$ cat src/rtl/sram_arb_pkg.sv
// Shared encodings for the SRAM arbiter: FSM states, grant owner and the
// full-word byte-enable constant.
package sram_arb_pkg;

  typedef enum logic [1:0] {
    IDLE   = 2'd0,
    ACCESS = 2'd1,
    DONE   = 2'd2
  } state_t;

  typedef enum logic [1:0] {
    GNT_NONE = 2'd0,
    GNT_IF   = 2'd1,
    GNT_MEM  = 2'd2
  } grant_t;

  localparam logic [3:0] SEL_ALL = 4'hF;

endpackage

$ cat src/rtl/sram_wait_cnt.sv
// Loadable down-counter that times the SRAM wait states; zero marks the
// last access cycle.
module sram_wait_cnt #(
  parameter int WAIT_CYCLES = 2,
  parameter int CNT_W       = $clog2(WAIT_CYCLES + 1)
) (
  input  logic             clk,
  input  logic             rst,
  input  logic             load,
  input  logic [CNT_W-1:0] load_val,
  input  logic             dec,
  output logic             zero
);

  logic [CNT_W-1:0] cnt_reg;

  always_ff @(posedge clk) begin
    if (rst) begin
      cnt_reg <= '0;
    end else if (load) begin
      cnt_reg <= load_val;
    end else if (dec && (cnt_reg != '0)) begin
      cnt_reg <= cnt_reg - 1'b1;
    end
  end

  assign zero = (cnt_reg == '0);

endmodule

$ cat src/rtl/sram_arbiter.sv
// Shares one single-port SRAM between the IF and MEM ports with fixed wait
// states. Define SRAM_ARB_RR_EN for round-robin instead of MEM-first priority.
module sram_arbiter
  import sram_arb_pkg::*;
#(
  parameter int WAIT_CYCLES = 2,
  parameter int ADDR_W      = 20
) (
  input  logic              clk,
  input  logic              rst,
  input  logic              if_ce_i,
  input  logic [31:0]       if_addr_i,
  output logic [31:0]       if_data_o,
  output logic              if_ready_o,
  input  logic              mem_ce_i,
  input  logic              mem_we_i,
  input  logic [31:0]       mem_addr_i,
  input  logic [31:0]       mem_data_i,
  input  logic [3:0]        mem_sel_i,
  output logic [31:0]       mem_data_o,
  output logic              mem_ready_o,
  output logic              sram_ce_o,
  output logic              sram_oe_o,
  output logic              sram_we_o,
  output logic [3:0]        sram_be_o,
  output logic [ADDR_W-1:0] sram_addr_o,
  output logic [31:0]       sram_data_o,
  input  logic [31:0]       sram_data_i
);

  localparam int CNT_W = $clog2(WAIT_CYCLES + 1);

  state_t            state_reg, state_next;
  grant_t            grant_reg, gnt_sel;
  logic [ADDR_W-1:0] addr_reg;
  logic [31:0]       wdata_reg;
  logic [3:0]        sel_reg;
  logic              we_reg;
  logic [31:0]       if_data_reg, mem_data_reg;
  logic              cnt_zero;
  logic              grant_now;
  logic              unused_addr_bits;

  // Word addressing: byte lanes and bits beyond the SRAM are dropped.
  assign unused_addr_bits = ^{if_addr_i[31:ADDR_W+2], if_addr_i[1:0],
                              mem_addr_i[31:ADDR_W+2], mem_addr_i[1:0]};

`ifdef SRAM_ARB_RR_EN
  grant_t last_grant_reg;

  always_comb begin
    gnt_sel = GNT_NONE;
    if (mem_ce_i && if_ce_i)
      gnt_sel = (last_grant_reg == GNT_MEM) ? GNT_IF : GNT_MEM;
    else if (mem_ce_i)
      gnt_sel = GNT_MEM;
    else if (if_ce_i)
      gnt_sel = GNT_IF;
  end

  always_ff @(posedge clk) begin
    if (rst)
      last_grant_reg <= GNT_IF;
    else if (grant_now)
      last_grant_reg <= gnt_sel;
  end
`else
  always_comb begin
    gnt_sel = GNT_NONE;
    if (mem_ce_i)
      gnt_sel = GNT_MEM;
    else if (if_ce_i)
      gnt_sel = GNT_IF;
  end
`endif

  assign grant_now = (state_reg == IDLE) && (gnt_sel != GNT_NONE);

  sram_wait_cnt #(
    .WAIT_CYCLES(WAIT_CYCLES),
    .CNT_W      (CNT_W)
  ) u_wait_cnt (
    .clk     (clk),
    .rst     (rst),
    .load    (grant_now),
    .load_val(CNT_W'(WAIT_CYCLES - 1)),
    .dec     (state_reg == ACCESS),
    .zero    (cnt_zero)
  );

  always_ff @(posedge clk) begin
    if (rst)
      state_reg <= IDLE;
    else
      state_reg <= state_next;
  end

  always_comb begin
    state_next = state_reg;
    case (state_reg)
      IDLE:    if (gnt_sel != GNT_NONE) state_next = ACCESS;
      ACCESS:  if (cnt_zero) state_next = DONE;
      DONE:    state_next = IDLE;
      default: state_next = IDLE;
    endcase
  end

  // Request is captured once at grant; the requester may drop ce afterwards.
  always_ff @(posedge clk) begin
    if (rst) begin
      grant_reg    <= GNT_NONE;
      addr_reg     <= '0;
      wdata_reg    <= '0;
      sel_reg      <= '0;
      we_reg       <= 1'b0;
      if_data_reg  <= '0;
      mem_data_reg <= '0;
    end else begin
      if (grant_now) begin
        grant_reg <= gnt_sel;
        if (gnt_sel == GNT_MEM) begin
          addr_reg  <= mem_addr_i[ADDR_W+1:2];
          wdata_reg <= mem_data_i;
          sel_reg   <= mem_sel_i;
          we_reg    <= mem_we_i;
        end else begin
          addr_reg  <= if_addr_i[ADDR_W+1:2];
          wdata_reg <= '0;
          sel_reg   <= SEL_ALL;
          we_reg    <= 1'b0;
        end
      end
      if ((state_reg == ACCESS) && cnt_zero && !we_reg) begin
        if (grant_reg == GNT_IF)
          if_data_reg <= sram_data_i;
        else if (grant_reg == GNT_MEM)
          mem_data_reg <= sram_data_i;
      end
      if (state_reg == DONE)
        grant_reg <= GNT_NONE;
    end
  end

  always_comb begin
    sram_ce_o   = 1'b0;
    sram_oe_o   = 1'b0;
    sram_we_o   = 1'b0;
    sram_be_o   = '0;
    sram_addr_o = '0;
    sram_data_o = '0;
    if_ready_o  = 1'b0;
    mem_ready_o = 1'b0;
    case (state_reg)
      ACCESS: begin
        sram_ce_o   = 1'b1;
        sram_we_o   = we_reg;
        sram_oe_o   = !we_reg;
        sram_be_o   = sel_reg;
        sram_addr_o = addr_reg;
        sram_data_o = wdata_reg;
      end
      DONE: begin
        if_ready_o  = (grant_reg == GNT_IF);
        mem_ready_o = (grant_reg == GNT_MEM);
      end
      default: ;
    endcase
  end

  assign if_data_o  = if_data_reg;
  assign mem_data_o = mem_data_reg;

endmodule

$ cat config.mk
export PLATFORM = sky130hd
export DESIGN_NAME = sram_arbiter
export DESIGN_NICKNAME = d
export VERILOG_FILES = /design/src/rtl/sram_arb_pkg.sv /design/src/rtl/sram_wait_cnt.sv /design/src/rtl/sram_arbiter.sv
export SDC_FILE = /design/constraint.sdc
export NUM_CORES = 1
export LEC_CHECK = 0
export ABC_AREA = 1
export BUFFER_PORTS_ARGS = -buffer_cell sky130_fd_sc_hd__buf_2
export CAP_MARGIN = 15
export CORE_MARGIN = 2
export CORE_UTILIZATION = 45
export DETAILED_ROUTE_END_ITERATION = 12
export PLACE_DENSITY = 0.89
export SETUP_SLACK_MARGIN = 0.15
export SLEW_MARGIN = 30
export SYNTH_ARGS = -nofsm -noshare
export SYNTH_HDL_FRONTEND = slang
export SYNTH_SLANG_ARGS = --single-unit
$ cat constraint.sdc
create_clock -name clk -period 2.1 [get_ports clk]
set_input_delay 0.42 -clock clk [delete_from_list [all_inputs] [get_ports clk]]
set_output_delay 0.42 -clock clk [all_outputs]
set_load 0.05 [all_outputs]
**Word-level counts from Yosys, hierarchy flattened**

Index checks and enable logic that the tools add are counted.
W data, S select, Z words.

- Register bits: 127
- Output and inout port bits: 125
- Word-level logic and storage cells: 53

- Add/subtract/negate cells: 1
- Multiplexer cells: 19
- Reduce and logical (&&, ||, !) cells: 15
- Equal/unequal tests: 7
- Bitwise gates (word level): 1

Operators by type and width:

| operator | number |
|---|---|
| $mux W32 | 2 |
| $mux W20 | 2 |
| $mux W1 | 9 |
| $mux W4 | 2 |
| $eq A2 B2 Y1 const B | 3 |
| $mux W2 | 3 |
| $reduce_bool A2 Y1 | 3 |
| $eq A2 B1 Y1 const B | 2 |
| $logic_and A1 B1 Y1 | 4 |
| $logic_not A2 Y1 | 2 |
| $pmux W2 S2 | 1 |
| $reduce_and A2 Y1 | 2 |
| $reduce_or A2 Y1 | 2 |
| $reduce_and A3 Y1 | 1 |
| $ne A2 B1 Y1 const B | 1 |
| $ne A2 B2 Y1 const B | 1 |
| $sub A2 B1 Y2 const B | 1 |
| $logic_not A1 Y1 | 1 |
| $not A1 Y1 | 1 |

**Logic depth before layout (Yosys ltp)**

Gate-level depths: netlist of run 1.

- Depth in word-level cells: 5
- Depth in mapped cells: 9
- Gate-level depth less buffers: 8

**Cells and area by module**

Synthesis of run 1 repeated with hierarchy kept, for this count alone.

- Cell total of the unflattened synthesis: 852
- Area, all modules: 5868.1 µm²

Modules (own cells, without submodules):

| module | instances | area each (µm²) | seq. area each (µm²) | cells an instance |
|---|---|---|---|---|
| sram_arbiter | 1 | 5728.0 | 2502.4 | 827 |
| sram_wait_cnt | 1 | 140.1 | 40.0 | 25 |

**Worst setup path before layout of run 1**

OpenSTA, ideal clock, no wires.

- Path type: flip-flop to output port
- Start: register grant_reg[1]
- End: output port mem_ready_o
- Stages on the path, launching flop included: 3
- Data arrival time: 1568 ps
- Path buffers: 0
- Setup slack: 112 ps
- Required time: 1680 ps
- Path through: dfxtp_1 -> inv_2 -> nor3_1

- Longest elaborated chain between the ends: 2

RTL lines:

| what | line | RTL |
|---|---|---|
| from (decl) | sram_arbiter.sv:34 | `grant_t grant_reg, gnt_sel;` |
| from (signal assigned) | sram_arbiter.sv:120 | `grant_reg <= gnt_sel;` |
| $eq A2 B2 Y1 | sram_arbiter.sv:164 | `mem_ready_o = (grant_reg == GNT_MEM);` |
| $mux W1 | sram_arbiter.sv:153 | `case (state_reg)` |
| to (decl) | sram_arbiter.sv:21 | `output logic mem_ready_o,` |

Every way passes these cells.

**Worst setup path in the final report of run 1**

- Start: register state_reg[1]
- End: output port sram_data_o[22]

- Longest elaborated chain between the ends: 2

RTL lines:

| what | line | RTL |
|---|---|---|
| from (decl) | sram_arbiter.sv:33 | `state_t state_reg, state_next;` |
| from (signal assigned) | sram_arbiter.sv:95 | `state_reg <= state_next;` |
| $eq A2 B1 Y1 | sram_arbiter.sv:153 |  |
| $mux W32 | sram_arbiter.sv:153 |  |
| to (decl) | sram_arbiter.sv:27 | `output logic [31:0] sram_data_o,` |

Every way passes these cells.

==> results of run 1 <==
==> stage by stage <==
stage | setup WS, ns | hold slack [ns] | power, mW | cells
6_report | 0.161 | 0.200 | 7.10 | 1201
3_5_place_dp | 0.328 | 0.445 | 3.97 | 1164
5_1_grt | 0.121 | 0.194 | 7.39 | 1201
3_3_place_gp | 0.376 | 0.439 | 3.95 | 1164
4_1_cts | 0.153 | 0.183 | 7.02 | 1196
2_1_floorplan | 0.112 | 0.429 | 3.66 | 807
==> area by class of cell <==
cell class	instances	area share
Multi-Input combinational cell	521	0.305
Sequential cell	127	0.330
Timing Repair Buffer	252	0.209
Tap cell	168	0.0272
Clock inverter	12	0.0204
Inverter	101	0.0496
Clock buffer	20	0.0591
==> what timing repair did <==
item | CTS | global route
buffers inserted | 0 | 1
cloned | 0 | 4
gates resized for setup | 41 | 50
pin swaps | 1 | 1
endpoints found under the setup margin | 43 | 44
==> synthesized netlist by cell type, types with 4 or more instances <==
library cell	instances	area, um2
o21ai_0	58	290
inv_2	4	15.0
nand3_1	99	495
dfxtp_1	127	2540
buf_4	11	82.6
nor2_1	127	477
a21oi_1	90	450
clkbuf_1	14	52.6
buf_6	9	101
inv_1	96	360
nand2_1	138	518
buf_1	6	22.5
buf_2	19	95.1
==> critical path, delay by kind of cell, from the launching register on <==
family,cells,cell delay (ns)
buffers and inverters,3,0.49
flip-flops,1,0.35
AND/OR/NAND/NOR,2,0.26
==> path summary, 6_finish.rpt <==
check | start | to | slack (ns) | depth (start not counted)
max | state_reg[1] | sram_data_o[22] | 0.16 | 5
min | rst | state_reg[0] | 0.20 | 2
max reg2reg | state_reg[0] | wdata_reg[27] | 0.40 | 5
min reg2reg | addr_reg[11] | addr_reg[11] | 0.45 | 2
==> power by group <==
part | switching (mW) | total (mW) | internal, mW
combinational | 0.995 | 1.42 | 0.430
sequential | 0.0715 | 2.64 | 2.57
clock | 1.09 | 3.03 | 1.94
==> routing by layer <==
layer | wire, um | vias up | global-route usage
li1 | - | 2973 | -
met1 | 6280 | 2686 | 0.251
met2 | 8390 | 315 | 0.411
met3 | 1410 | 60 | 0.0817
met4 | 588 | 0 | 0.0667
met5 | 0 | - | 0
==> cell families after synthesis <==
kind of cell    count (synthesis)  synth area share
compound gates                149             0.134
fa+ha+maj                       1           0.00225
buf+inv                       161             0.133
flops                         127             0.456
simple gates                  369             0.274
==> impl_metrics.py, run 1 <==
metrics = {
    "grt": {
        "grt_pass1_vias": 5267,
        "grt_max_degree": 86,
        "antenna_found_initial": 0,
        "grtUsageTotal": 0.228,
        "grt_pass1_wl_um": 24100,
        "grt_overflow_total": 0,
    },
    "floorplanning": {
        "die_width_um": 115,
        "ioPinCount": 262,
        "row_count": 40,
        "die_h_um": 115,
        "design.core.area_mm2": 0.0121,
        "initial_core_util": 0.462,
        "dieArea_mm2": 0.0133,
    },
    "clock_tree": {
        "clock-sinks": 127,
        "max-clock-path-buffers": 2,
        "cts_buffers": 17,
        "tritoncts": "yes",
        "path_clk_slew_ns": 0.06,
        "htreeDepth": 4,
        "clock_latency_ns": 0.41,
        "ctsHoldBuffers": 0,
        "clockRootBuffer": "clkbuf_16",
    },
    "timing": {
        "slew_headroom": 0.624,
        "finalCriticalPeriod_ns": 1.94,
        "max_clock_freq_ghz": 0.516,
        "setup_viol": 0,
        "period_share": 0.923,
        "finalSetupTns_ns": 0,
        "hold_viol": 0,
        "slew_viol_final": 0,
        "rsz0062_at_grt": "false",
        "worst_pin_slew_ns": 0.563,
        "finClkSkew_ns": 0.00753,
    },
    "routing": {
        "postRouteWirelength_um": 16700,
        "dr.first_iter.drc_count": 495,
        "drc": 0,
        "wl_per_cell_um": 13.9,
        "ant_nets": 0,
        "via_count": 6034,
        "firstDrtPassIters": 6,
        "viasPerCell": 5.02,
    },
    "power_and_ir_drop": {
        "p_leak_nw": 3.78,
        "peakVddDrop_mv": 0.616,
        "p_per_area_mw_per_mm2": 919,
    },
    "yosys": {
        "async_flop_share": 0,
        "synth_edf_count": 0,
        "post_synth.cell_area_avg_um2": 6.90,
        "synth_nets": 945,
        "ys_seq_elements": 127,
        "synth.distinct_cells": 20,
        "synth_area_mm2": 0.00557,
        "yosys_warnings": 0,
        "synth_cells": 807,
        "ys_seq_area_frac": 0.456,
        "synth_ff_type": "dfxtp_1",
    },
    "cells_and_area": {
        "area_delta_synth_final_pct": 38.7,
        "fillCellCount": 991,
        "multi_input_area_mm2": 0.00236,
        "mostFrequentLayoutCells": "buf_2 (193), nand2_1 (137), dfxtp_1 (125)",
        "finalInstanceArea_mm2": 0.00773,
        "seq_area_mm2": 0.00255,
        "drive_gt1_frac": 0.296,
        "final_nets": 1158,
        "antenna_cells": 0,
        "post-route-util": 0.641,
        "layout_commonest_cell": "buf_2",
    },
    "place": {
        "place_area_mm2": 0.00678,
        "hpwl_um": 10100,
        "place_congestion": 0.833,
        "port_buffers": 237,
    },
    "setup_path": {
        "cp.arrival_ns": 1.52,
        "slowest_stage": "dfxtp_2",
        "cp_cell_sequence": "inv_4, nand2_8, clkbuf_16, nor2_1, buf_6",
        "critPathRequiredTime_ns": 1.68,
        "crit_path_start_kind": "register",
        "cpPeakStageDelay_ns": 0.35,
        "critical_path_class": "register to output pin",
        "endpoint_kind": "output pin",
        "cp_max_fo": 9,
    },
    "run_status": {
        "outcome": "finished, final reports clean",
    },
    "hold_path": {
        "hold_path_class": "primary input to register",
    },
    "run": {
        "cap_violations": 0,
    },
}
(Power assumes the default switching activity.)
==> run 2, diff against run 1 <==
--- a/config.mk
+++ b/config.mk
@@ -10,6 +10,7 @@
 export CAP_MARGIN = 15
 export CORE_MARGIN = 2
 export CORE_UTILIZATION = 45
+export CTS_BUF_LIST = sky130_fd_sc_hd__clkbuf_16
 export DETAILED_ROUTE_END_ITERATION = 12
 export PLACE_DENSITY = 0.89
 export SETUP_SLACK_MARGIN = 0.15
==> run 2 against run 1 <==
Hold slack got worse by 0.0016 ns; die area unchanged; worst setup slack got worse by 0.041 ns; global-route usage down 0.31 points; clock skew grew 0.0021 ns; combinational power about the same; critical path depth unchanged; register-to-register slack worse by 0.02 ns; non-clock buffer count unchanged; largest power group unchanged.
==> impl_metrics.py, run 2 (synthesis results as in run 1) <==
metrics = {
    "run_status": {
        "outcome": "finished, final reports clean",
    },
    "timing": {
        "setup_viol": 0,
        "period_share": 0.943,
        "slew_viol_final": 0,
        "finalSetupTns_ns": 0,
        "worst_pin_slew_ns": 0.564,
        "layout_setup_ws_ns": 0.121,
        "finClkSkew_ns": 0.00962,
        "hold_viol": 0,
        "max_clock_freq_ghz": 0.505,
        "rsz0062_at_grt": "true",
        "hold-worst-slack_ns": 0.198,
        "finalCriticalPeriod_ns": 1.98,
        "slew_headroom": 0.624,
    },
    "power_and_ir_drop": {
        "sw_frac_of_total": 0.309,
        "p_int_mw": 4.85,
        "p_per_area_mw_per_mm2": 912,
        "pwr-share-clk": 0.422,
        "comb_power_share": 0.202,
        "p_leak_nw": 3.77,
        "switching_power_mw": 2.17,
        "peakVddDrop_mv": 0.691,
        "power_mw": 7.02,
        "sequentialPowerShare": 0.376,
    },
    "routing": {
        "ant_nets": 0,
        "drc": 0,
        "wl_per_cell_um": 13.8,
        "dr.first_iter.drc_count": 549,
        "via_count": 6003,
        "postRouteWirelength_um": 16600,
        "firstDrtPassIters": 5,
        "viasPerCell": 4.99,
    },
    "cells_and_area": {
        "area_delta_synth_final_pct": 38.1,
        "seq_area_mm2": 0.00255,
        "mostFrequentLayoutCells": "buf_2 (194), nand2_1 (137), dfxtp_1 (126)",
        "fillCellCount": 996,
        "multi_input_area_mm2": 0.00236,
        "final_nets": 1158,
        "drive_gt1_frac": 0.293,
        "finalInstanceArea_mm2": 0.00769,
        "layout_commonest_cell": "buf_2",
    },
    "setup_path": {
        "cp.arrival_ns": 1.56,
        "reg2reg_from": "state_reg[0]",
        "critPathBufInv": 3,
        "worst-path-stages": 5,
        "ff2ff_path_depth": 5,
        "critPathRequiredTime_ns": 1.68,
        "cpPeakStageDelay_ns": 0.35,
        "cp_cell_sequence": "inv_4, nand2_8, clkbuf_16, nor2_1, buf_6",
        "worst_r2r_endpoint": "wdata_reg[27]",
        "crit_path_start_kind": "register",
        "endpoint_kind": "output pin",
        "critical_path_class": "register to output pin",
        "cp-startpoint": "state_reg[1]",
        "cp_top_family": "buffers and inverters",
        "r2r_slack_ns": 0.38,
        "endpoint": "sram_data_o[14]",
        "cp_max_fo": 9,
        "slowest_stage": "dfxtp_1",
    },
    "grt": {
        "grt_pass1_vias": 5224,
        "antenna_found_initial": 1,
        "grt_overflow_total": 0,
        "grtUsageTotal": 0.225,
        "grt_max_degree": 86,
        "grt_pass1_wl_um": 23800,
    },
    "clock_tree": {
        "max-clock-path-buffers": 2,
        "htreeDepth": 4,
        "clock-sinks": 127,
        "tritoncts": "yes",
        "cts_buffers": 17,
        "clockRootBuffer": "clkbuf_16",
        "clock_latency_ns": 0.41,
        "path_clk_slew_ns": 0.06,
        "ctsHoldBuffers": 0,
    },
    "floorplanning": {
        "row_count": 40,
        "initial_core_util": 0.462,
        "die_width_um": 115,
        "die_h_um": 115,
        "dieArea_mm2": 0.0133,
        "design.core.area_mm2": 0.0121,
        "ioPinCount": 262,
    },
    "place": {
        "hpwl_um": 10100,
        "place_area_mm2": 0.00678,
        "place_congestion": 0.833,
        "dp_slack_ns": 0.328,
        "port_buffers": 237,
    },
    "run": {
        "cap_violations": 0,
    },
    "hold_path": {
        "hold_path_class": "primary input to register",
    },
}
-- run 2: cell types whose count changed in the layout (fill, tap and decap cells not counted), moves of 2 or more --
| cell | previous run | this run |
|---|---|---|
| clkinv_1 | 0 | 2 |
| buf_4 | 27 | 17 |
| clkbuf_8 | 2 | 0 |
| clkbuf_4 | 2 | 12 |
-- run 2: worst min-delay path by stage --
| stage | start | to | depth (start not counted) |
|---|---|---|---|
| final | rst | state_reg[0] | 2 |
| after global routing | rst | state_reg[0] | 2 |
| after CTS | rst | state_reg[0] | 2 |
| after detailed placement | addr_reg[16] | addr_reg[16] | 2 |
| after global placement | addr_reg[9] | addr_reg[9] | 2 |
| after floorplan | addr_reg[0] | addr_reg[0] | 2 |
-- run 2: what timing repair did --
item,in CTS,in global routing
endpoints found under the hold margin,0,0
resized for setup,28,61
setup endpoints to repair,43,43
pin swaps,1,1
cloned,0,4
setup buffers,0,1
-- run 2: power groups by stage --
stage / combinational (mW) / sequential, mW / clock [mW]
2_1_floorplan: 0.849 / 2.82 / 0
3_3_place_gp: 1.28 / 2.67 / 0
3_5_place_dp: 1.30 / 2.68 / 0
4_1_cts: 1.32 / 2.63 / 2.98
5_1_grt: 1.54 / 2.65 / 3.11
6_report: 1.42 / 2.64 / 2.96
-- run 2: layout make-up --
type / instances / share of cell area
Antenna cell: 1 / 0.000325
Timing Repair Buffer: 252 / 0.208
Clock inverter: 15 / 0.0220
Clock buffer: 17 / 0.0553
Sequential cell: 127 / 0.331
Multi-Input combinational cell: 521 / 0.307
Tap cell: 168 / 0.0273
Inverter: 101 / 0.0498
-- run 2: per-stage QoR --
stage	cells	util
6_report	1202	0.638
5_1_grt	1202	0.638
4_1_cts	1196	0.618
3_5_place_dp	1164	0.562
3_3_place_gp	1164	0.562
2_1_floorplan	807	-
-- run 2: per-layer routing --
layer / routed length (um) / vias to the layer above / GRT usage / part of all wire
li1: - / 2968 / - / -
met1: 6460 / 2677 / 0.249 / 0.39
met2: 8220 / 312 / 0.405 / 0.50
met3: 1410 / 46 / 0.0796 / 0.085
met4: 460 / 0 / 0.0643 / 0.028
met5: 0 / - / 0 / 0
